[src/rtl/alu_seq_if.sv]
// Operand/result bundle between the lab CPU datapath and the sequential ALU.
// The master side issues operations, the slave side (the ALU) returns results and SREG.
interface alu_seq_if #(
  parameter int DATA_WIDTH = 8,
  parameter int OPSEL_W    = 4
);
  logic                  start;
  logic [OPSEL_W-1:0]    opsel;
  logic [DATA_WIDTH-1:0] rd;
  logic [DATA_WIDTH-1:0] rr;
  logic [7:0]            flags_in;
  logic                  busy;
  logic                  done;
  logic [DATA_WIDTH-1:0] out;
  logic [DATA_WIDTH-1:0] out_hi;
  logic [7:0]            flags_out;

  modport master (
    output start, opsel, rd, rr, flags_in,
    input  busy, done, out, out_hi, flags_out
  );

  modport slave (
    input  start, opsel, rd, rr, flags_in,
    output busy, done, out, out_hi, flags_out
  );
endinterface

[src/rtl/alu_seq.sv]
// Registered AVR-style ALU with SREG flag generation and an iterative shift-add MUL.
// Single-cycle ops complete in one edge; MUL holds busy for DATA_WIDTH cycles.
module alu_seq #(
  parameter int DATA_WIDTH = 8,
  parameter int OPSEL_W    = 4
) (
  input logic        clk,
  input logic        rst_n,
  alu_seq_if.slave   bus
);
  localparam int W  = DATA_WIDTH;
  localparam int M  = W - 1;
  localparam int CW = $clog2(W + 1);

  localparam logic [OPSEL_W-1:0] OP_ADD = OPSEL_W'(0);
  localparam logic [OPSEL_W-1:0] OP_ADC = OPSEL_W'(1);
  localparam logic [OPSEL_W-1:0] OP_SUB = OPSEL_W'(2);
  localparam logic [OPSEL_W-1:0] OP_SBC = OPSEL_W'(3);
  localparam logic [OPSEL_W-1:0] OP_AND = OPSEL_W'(4);
  localparam logic [OPSEL_W-1:0] OP_OR  = OPSEL_W'(5);
  localparam logic [OPSEL_W-1:0] OP_EOR = OPSEL_W'(6);
  localparam logic [OPSEL_W-1:0] OP_NEG = OPSEL_W'(7);
  localparam logic [OPSEL_W-1:0] OP_COM = OPSEL_W'(8);
  localparam logic [OPSEL_W-1:0] OP_LSR = OPSEL_W'(9);
  localparam logic [OPSEL_W-1:0] OP_ASR = OPSEL_W'(10);
  localparam logic [OPSEL_W-1:0] OP_ROR = OPSEL_W'(11);
  localparam logic [OPSEL_W-1:0] OP_CP  = OPSEL_W'(12);
  localparam logic [OPSEL_W-1:0] OP_MUL = OPSEL_W'(13);

  typedef enum logic {IDLE, MUL_RUN} state_t;

  state_t           state_q, state_d;
  logic [W-1:0]     out_q, out_d, hi_q, hi_d, mcand_q, mcand_d;
  logic [2*W-1:0]   prod_q, prod_d;
  logic [7:0]       flags_q, flags_d, fl_q, fl_d;
  logic [CW-1:0]    cnt_q, cnt_d;
  logic             done_q, done_d;

  logic [W-1:0]     rd, rr;
  logic [OPSEL_W-1:0] op;
  logic             cin, zin, hin;

  assign rd  = bus.rd;
  assign rr  = bus.rr;
  assign op  = bus.opsel;
  assign cin = bus.flags_in[0];
  assign zin = bus.flags_in[1];
  assign hin = bus.flags_in[5];

  // Single-cycle datapath
  logic [W-1:0] r_a;
  logic [W:0]   sum_a;
  logic [4:0]   nib_a;
  logic [7:0]   f_a;
  logic         ci_a, c_a, v_a, h_a, n_a, zin_a, keep_a, illegal_a;

  always_comb begin
    r_a       = '0;
    sum_a     = '0;
    nib_a     = '0;
    ci_a      = 1'b0;
    c_a       = cin;
    v_a       = 1'b0;
    h_a       = hin;
    zin_a     = 1'b1;
    keep_a    = 1'b0;
    illegal_a = 1'b0;
    case (op)
      OP_ADD, OP_ADC: begin
        ci_a  = (op == OP_ADC) & cin;
        sum_a = {1'b0, rd} + {1'b0, rr} + {{W{1'b0}}, ci_a};
        nib_a = {1'b0, rd[3:0]} + {1'b0, rr[3:0]} + {4'b0, ci_a};
        r_a   = sum_a[M:0];
        c_a   = sum_a[W];
        h_a   = nib_a[4];
        v_a   = (rd[M] & rr[M] & ~r_a[M]) | (~rd[M] & ~rr[M] & r_a[M]);
      end
      OP_SUB, OP_SBC, OP_CP: begin
        ci_a   = (op == OP_SBC) & cin;
        sum_a  = {1'b0, rd} - {1'b0, rr} - {{W{1'b0}}, ci_a};
        nib_a  = {1'b0, rd[3:0]} - {1'b0, rr[3:0]} - {4'b0, ci_a};
        r_a    = sum_a[M:0];
        c_a    = sum_a[W];
        h_a    = nib_a[4];
        v_a    = (rd[M] & ~rr[M] & ~r_a[M]) | (~rd[M] & rr[M] & r_a[M]);
        zin_a  = (op == OP_SBC) ? zin : 1'b1;
        keep_a = (op == OP_CP);
      end
      OP_AND: r_a = rd & rr;
      OP_OR:  r_a = rd | rr;
      OP_EOR: r_a = rd ^ rr;
      OP_NEG: begin
        r_a = '0 - rd;
        c_a = (r_a != '0);
        v_a = (r_a == {1'b1, {M{1'b0}}});
        h_a = r_a[3] | rd[3];
      end
      OP_COM: begin
        r_a = ~rd;
        c_a = 1'b1;
      end
      OP_LSR, OP_ASR, OP_ROR: begin
        r_a[M-1:0] = rd[M:1];
        r_a[M]     = (op == OP_LSR) ? 1'b0 : (op == OP_ASR) ? rd[M] : cin;
        c_a        = rd[0];
        v_a        = r_a[M] ^ rd[0];
      end
      OP_MUL: ;
      default: illegal_a = 1'b1;
    endcase
    n_a = r_a[M];
    f_a = {bus.flags_in[7:6], h_a, n_a ^ v_a, v_a, n_a, (r_a == '0) & zin_a, c_a};
    if (illegal_a) f_a = bus.flags_in;
  end

  // One shift-add step: conditionally add multiplicand into the high half, shift right
  logic [W:0]     mul_add;
  logic [2*W-1:0] prod_step;
  assign mul_add   = {1'b0, prod_q[2*W-1:W]} + (prod_q[0] ? {1'b0, mcand_q} : '0);
  assign prod_step = {mul_add, prod_q[W-1:1]};

  always_comb begin
    state_d = state_q;
    out_d   = out_q;
    hi_d    = hi_q;
    flags_d = flags_q;
    mcand_d = mcand_q;
    prod_d  = prod_q;
    fl_d    = fl_q;
    cnt_d   = cnt_q;
    done_d  = 1'b0;
    case (state_q)
      IDLE: begin
        if (bus.start) begin
          if (op == OP_MUL) begin
            state_d = MUL_RUN;
            mcand_d = rd;
            prod_d  = {{W{1'b0}}, rr};
            fl_d    = bus.flags_in;
            cnt_d   = CW'(W);
          end else begin
            out_d   = keep_a ? out_q : r_a;
            hi_d    = keep_a ? hi_q : '0;
            flags_d = f_a;
            done_d  = 1'b1;
          end
        end
      end
      MUL_RUN: begin
        prod_d = prod_step;
        cnt_d  = cnt_q - 1'b1;
        if (cnt_q == CW'(1)) begin
          state_d = IDLE;
          out_d   = prod_step[W-1:0];
          hi_d    = prod_step[2*W-1:W];
          flags_d = {fl_q[7:2], (prod_step == '0), prod_step[2*W-1]};
          done_d  = 1'b1;
        end
      end
      default: state_d = IDLE;
    endcase
  end

  always_ff @(posedge clk or negedge rst_n) begin
    if (!rst_n) begin
      state_q <= IDLE;
      out_q   <= '0;
      hi_q    <= '0;
      flags_q <= '0;
      mcand_q <= '0;
      prod_q  <= '0;
      fl_q    <= '0;
      cnt_q   <= '0;
      done_q  <= 1'b0;
    end else begin
      state_q <= state_d;
      out_q   <= out_d;
      hi_q    <= hi_d;
      flags_q <= flags_d;
      mcand_q <= mcand_d;
      prod_q  <= prod_d;
      fl_q    <= fl_d;
      cnt_q   <= cnt_d;
      done_q  <= done_d;
    end
  end

  assign bus.busy      = (state_q == MUL_RUN);
  assign bus.done      = done_q;
  assign bus.out       = out_q;
  assign bus.out_hi    = hi_q;
  assign bus.flags_out = flags_q;
endmodule
[src/flat_wrapper.sv]
// flat-port wrapper written by rule: the top's interface ports become plain ports
module alu_seq_flat 
#(
  parameter int DATA_WIDTH = 8,
  parameter int OPSEL_W    = 4
)
  (clk, rst_n, bus_start, bus_opsel, bus_rd, bus_rr, bus_flags_in, bus_busy, bus_done, bus_out, bus_out_hi, bus_flags_out);
  alu_seq_if #(.DATA_WIDTH(DATA_WIDTH), .OPSEL_W(OPSEL_W)) bus_i ();
  input logic clk;
  input logic rst_n;
  input wire logic [$bits(bus_i.start)-1:0] bus_start;
  input wire logic [$bits(bus_i.opsel)-1:0] bus_opsel;
  input wire logic [$bits(bus_i.rd)-1:0] bus_rd;
  input wire logic [$bits(bus_i.rr)-1:0] bus_rr;
  input wire logic [$bits(bus_i.flags_in)-1:0] bus_flags_in;
  output wire logic [$bits(bus_i.busy)-1:0] bus_busy;
  output wire logic [$bits(bus_i.done)-1:0] bus_done;
  output wire logic [$bits(bus_i.out)-1:0] bus_out;
  output wire logic [$bits(bus_i.out_hi)-1:0] bus_out_hi;
  output wire logic [$bits(bus_i.flags_out)-1:0] bus_flags_out;
  assign bus_i.start = bus_start;
  assign bus_i.opsel = bus_opsel;
  assign bus_i.rd = bus_rd;
  assign bus_i.rr = bus_rr;
  assign bus_i.flags_in = bus_flags_in;
  assign bus_busy = bus_i.busy;
  assign bus_done = bus_i.done;
  assign bus_out = bus_i.out;
  assign bus_out_hi = bus_i.out_hi;
  assign bus_flags_out = bus_i.flags_out;
  alu_seq #(.DATA_WIDTH(DATA_WIDTH), .OPSEL_W(OPSEL_W)) u_core (.clk(clk), .rst_n(rst_n), .bus(bus_i));
endmodule
[config.mk]
export PLATFORM = sky130hd
export DESIGN_NAME = alu_seq_flat
export DESIGN_NICKNAME = d
export VERILOG_FILES = /design/src/rtl/alu_seq_if.sv /design/src/rtl/alu_seq.sv /design/src/flat_wrapper.sv
export SDC_FILE = /design/constraint.sdc
export NUM_CORES = 1
export LEC_CHECK = 0
export ABC_CLOCK_PERIOD_IN_PS = 2900
export CORE_UTILIZATION = 57
export CTS_CLUSTER_SIZE = 25
export DETAILED_ROUTE_END_ITERATION = 8
export GPL_ROUTABILITY_DRIVEN = 0
export PLACE_DENSITY = 0.79
export SLEW_MARGIN = 40
export SYNTH_ARGS = -nofsm -noshare
export SYNTH_HDL_FRONTEND = slang
export SYNTH_SLANG_ARGS = --single-unit
[constraint.sdc]
create_clock -name clk -period 2.9 [get_ports clk]
set_input_delay 0.58 -clock clk [delete_from_list [all_inputs] [get_ports clk]]
set_output_delay 0.58 -clock clk [all_outputs]
set_load 0.02 [all_outputs]
==> results of run 1 <==
-- path summary, 6_finish.rpt --
path                                                       endpoint  slack [ns]  depth (start not counted)                              from
worst min register to register     u_core.bus.out_hi[0]$_DFFE_PN0P_        0.48                          2  u_core.bus.out_hi[0]$_DFFE_PN0P_
worst max register to register  u_core.bus.flags_out[1]$_DFFE_PN0P_       -0.06                         10      u_core.prod_q[0]$_DFFE_PN0P_
max in group asynchronous              u_core.prod_q[7]$_DFFE_PN0P_        2.31                          2                             rst_n
worst min-delay path                    u_core.cnt_q[2]$_DFFE_PN0P_        0.24                          2                             rst_n
min in group clk                   u_core.bus.out_hi[0]$_DFFE_PN0P_        0.48                          2  u_core.bus.out_hi[0]$_DFFE_PN0P_
worst max-delay path            u_core.bus.flags_out[2]$_DFFE_PN0P_       -0.22                         13                      bus_opsel[1]
-- per-stage QoR --
stage	area (sq um)	util	setup TNS, ns	power, mW
after detailed placement	6280	0.768	-9.40	3.91
after floorplan	4880	-	-2.12	2.91
after global placement	6280	0.768	-8.32	3.78
final	6720	0.822	-0.896	4.88
after global routing	6720	0.822	-1.20	5.18
after CTS	6630	0.811	-0.537	4.78
-- worst reg2reg max path: cells and delay by family, from the launching register on --
kind                     cells  cell delay [ns]
AO/OA/AOI/OAI                3             0.53
AND/OR/NAND/NOR              5             1.49
flip-flops                   1             0.44
buffers and inverters        1             0.16
adder cells (fa/ha/maj)      1             0.29
-- logic make-up after synthesis --
| kind of cell | Yosys count |
|---|---|
| xor+xnor | 20 |
| compound gates | 138 |
| mux | 25 |
| buf+inv | 65 |
| simple gates | 204 |
| fa+ha+maj | 48 |
| flops | 60 |
-- flip-flops by register name, summed over array words and instances, names as in the netlist --
signal and flops:
u_core.bus.out 8, u_core.bus.flags_out 8, u_core.bus.out_hi 8, u_core.prod_q 16
u_core.mcand_q 8, u_core.cnt_q 4, u_core.fl_q 6, u_core.bus.done 1
u_core.bus.busy 1
-- what timing repair did --
item / 4_1_cts / 5_1_grt
gates resized for setup: 51 / 23
buffers inserted: 4 / 1
pin swaps: 16 / 20
endpoints found under the setup margin: 13 / 9
-- power groups by stage --
| stage | combinational (mW) | clock [mW] | sequential [mW] |
|---|---|---|---|
| global route | 2.90 | 0.816 | 1.46 |
| CTS | 2.58 | 0.779 | 1.42 |
| floorplan | 1.36 | 0 | 1.56 |
| global placement | 2.37 | 0 | 1.41 |
| detailed placement | 2.48 | 0 | 1.43 |
| finish | 2.68 | 0.775 | 1.43 |
-- metal layers --
layer | part of all wire | global-route usage | up-vias
li1 | - | - | 2326
met1 | 0.38 | 0.438 | 2450
met2 | 0.48 | 0.619 | 358
met3 | 0.092 | 0.0663 | 98
met4 | 0.050 | 0.192 | 0
met5 | 0 | 0 | -
-- layout by cell type, fill, tap and decap left out, drive strengths merged, types with 14 or more instances in the layout --
master	netlist	routed
nand2	79	79
a31oi	14	14
buf	13	121
clkdlybuf4s50	0	45
nor2	43	43
ha	43	43
dfrtp	60	60
nor3	17	17
inv	35	36
o21ai	36	36
a21oi	17	17
-- layout make-up --
cell class,instances,area (sq um),share of cell area
Sequential cell,60,1500,0.223
Inverter,35,131,0.0195
Multi-Input combinational cell,435,3310,0.493
Clock buffer,9,124,0.0184
Tap cell,105,131,0.0195
Clock inverter,7,75.1,0.0112
Timing Repair Buffer,172,1440,0.215
==> run summary, run 1 <==
0 antenna diodes ended up in the layout. Counting both buffers and inverters, the worst setup path holds a total of 1. In the synthesized netlist the dominant register cell turns out to be sky130_fd_sc_hd__dfrtp_1. Entering global routing, the biggest net connects 34 pins. The worst hold path belongs to the class in -> async.

The number of pins exceeding their max-slew limit in the final report came out at 0. For this run, the total global-route usage over all layers was measured as 0.365. The worst setup path is of the in -> reg kind. The sink count of the clock tree is 60. The maximum single-stage delay on the critical path is approximately 0.64 ns. The flow ran to the end, but the final reports show violations. Of the total synthesized cell area, the portion taken by AND, OR, NAND and NOR gates is 0.203. The number of setup violations in the final report is 6. In the routed design, unresolved DRC markers number 3. The proportion of power drawn by combinational gates came out at 0.548. The fraction of the mapped netlist area in compound gates is 0.201.

The post-route clock skew is 0.0106 ns. Yosys mapped a number of flops with a built-in enable equal to 0. The post-route non-filler standard cell count is 823.

The arrival time of data at the critical path endpoint is 3.35 ns. The synthesized design spends more area on one cell type than any other, namely sky130_fd_sc_hd__dfrtp_1. The relative area change from synthesis to final layout is 40.0%. The initial utilization of the core area, before any placement, comes to 0.587.

Traced cell by cell, the critical path runs through buf_6 > and2_4 > nand3_4 > fa_2 > ha_4 > o21ai_4 > a311oi_4 > a31oi_4 > mux2i_1 > a2111o_1 > a311o_1 > o21ai_1 > o21ai_1. Among cell families on the critical path, the largest total delay comes from compound AO/OA/AOI/OAI gates. In the final layout, the share of cells above drive strength 1 is 0.284. The number of nets in the layout came out at between 700 and 800. Dividing the final minimum period by the clock period gives 1.08. The buffer cell driving the clock tree root is sky130_fd_sc_hd__clkbuf_8. The wire length of the first global-routing pass came out at 24.8 mm. The insertion delay of the later-clocked pin in the worst-skew pair came out at 0.35 ns. Timing would allow up to 0.321 GHz. The layout has 496 filler cells.

By area the synthesized netlist is led by sky130_fd_sc_hd__dfrtp_1 (31%), sky130_fd_sc_hd__ha_1 (11%), sky130_fd_sc_hd__nand2_1 (6.2%), sky130_fd_sc_hd__nor2_1 (3.3%), sky130_fd_sc_hd__mux2_2 (2.8%). For this design the top-level I/O count stands at 57. By count the netlist is led by sky130_fd_sc_hd__nand2_1 (79), sky130_fd_sc_hd__dfrtp_1 (60), sky130_fd_sc_hd__ha_1 (43). sky130_fd_sc_hd__nand2_1 is the most common cell in the netlist. The H-tree generated during clock tree synthesis spans 3 levels. Once detail routing completed, the nets flagged for antenna violations numbered 0. The leftover overflow at the end of global routing is 0. The number of library cell types mapped by synthesis is between 70 and 80. Of the post-synthesis cell area, the dominant cell type holds 0.313.

The combinational family with the most area after synthesis is simple AND/OR/NAND/NOR gates. After synthesis, the share of flip-flops with an asynchronous set or reset is 1.00. In the routed layout, each cell is associated on average with a via count of 6.36.

After synthesis, the share of cell area in mux cells is 0.0581. The parity-gate share of the synthesized area counting xor and xnor cells is 0.0365. The clock input transition at the sequential cells of the worst setup and hold paths came out at 0.08 ns. At the pin with the least slew margin, the transition time is between 0.7 and 0.8 ns.

The number of iterations in the first detailed-routing pass is 7. After layout, the minimum clock period comes to ~3.1 ns. The total CTS buffers is 9.

Of the total power, registers draw 0.293. The internal power of the cells totals 2.82 mW. The checks that failed: design-rule violations, negative setup slack.

The most repeated library cell on the critical path is sky130_fd_sc_hd__o21ai_1. Across the run, the number of max-cap violations was 0. The worst-case vdd ir drop came out at 0.358 mV. Setup repair after global routing could not meet its margin everywhere.

The post-placement cell count came out at 805. The half-perimeter wire length of the detailed placement result came out at 11.2 mm. The share of synthesized area occupied by flip-flops and latches came out at 0.313. The die is 93.8 um wide. When the netlist entered floorplanning its net count stood at around 640.

The number of buffers inserted by hold repair at cts is 0. The number of antenna violations at the first check in global routing is 0. The floorplan die height is 93.8 um.

The wire length per cell after detailed routing is between 15 and 20 um. The critical-path maximum fanout is 4. The floorplan row count came out at 33.

After synthesis the netlist holds a flip-flop and latch count of 60. The type of destination of the critical path is a flip-flop. The net switching share of the total power is 0.423.

The number of global-route vias before repair is 5211. Of the total synthesized cell area, the portion taken by full adders, half adders and majority gates is 0.133. The core region is a little over 8000 sq um. The slowest cell on the critical path is sky130_fd_sc_hd__fa_2.

After detailed routing, the total wire length is 16.0 mm. The number of I/O port buffers is 56. The die covers 8790 sq um. The hold violation total from the final report is 0. The mean instance size in the synthesized netlist is 8.57 sq um. The total number of vias is 5232. The analysis attributes to net switching a power of 2.07 mW. TritonCTS built the clock tree. The DRC marker count from the first detailed-route iteration came out at 499. The synthesis warning total came out at 0. Synthesis handed over a netlist of 560 instances. The reported leakage power came out at 3.14 nW.

The worst slew margin relative to its limit came out at 0.481. Dividing total power by cell area gives a power density of 727 nW/um^2. The kind of start point of the critical path is an input port. Summing every instance area after synthesis gives just under 5000 sq um.

The share of total power dissipated in the clock network is 0.159. The minimum setup slack after placement came out at -0.926 ns. In this run the deepest clock path goes through 2 buffers.

At the worst endpoint, the required time is 3.13 ns. The worst path setup slack after routing came out at -0.220 ns. The worst hold slack across all endpoints is ~0.24 ns.
Note: power is estimated with default switching activity, not from simulation.
==> inputs of run 2 (changes only) <==
--- a/config.mk
+++ b/config.mk
@@ -5,6 +5,7 @@
 export SDC_FILE = /design/constraint.sdc
 export NUM_CORES = 1
 export LEC_CHECK = 0
+export ABC_AREA = 0
 export ABC_CLOCK_PERIOD_IN_PS = 2900
 export CORE_UTILIZATION = 57
 export CTS_CLUSTER_SIZE = 25
==> results of run 2 <==
Same layout as run 1: the final DEF is identical, and so are final timing and power.
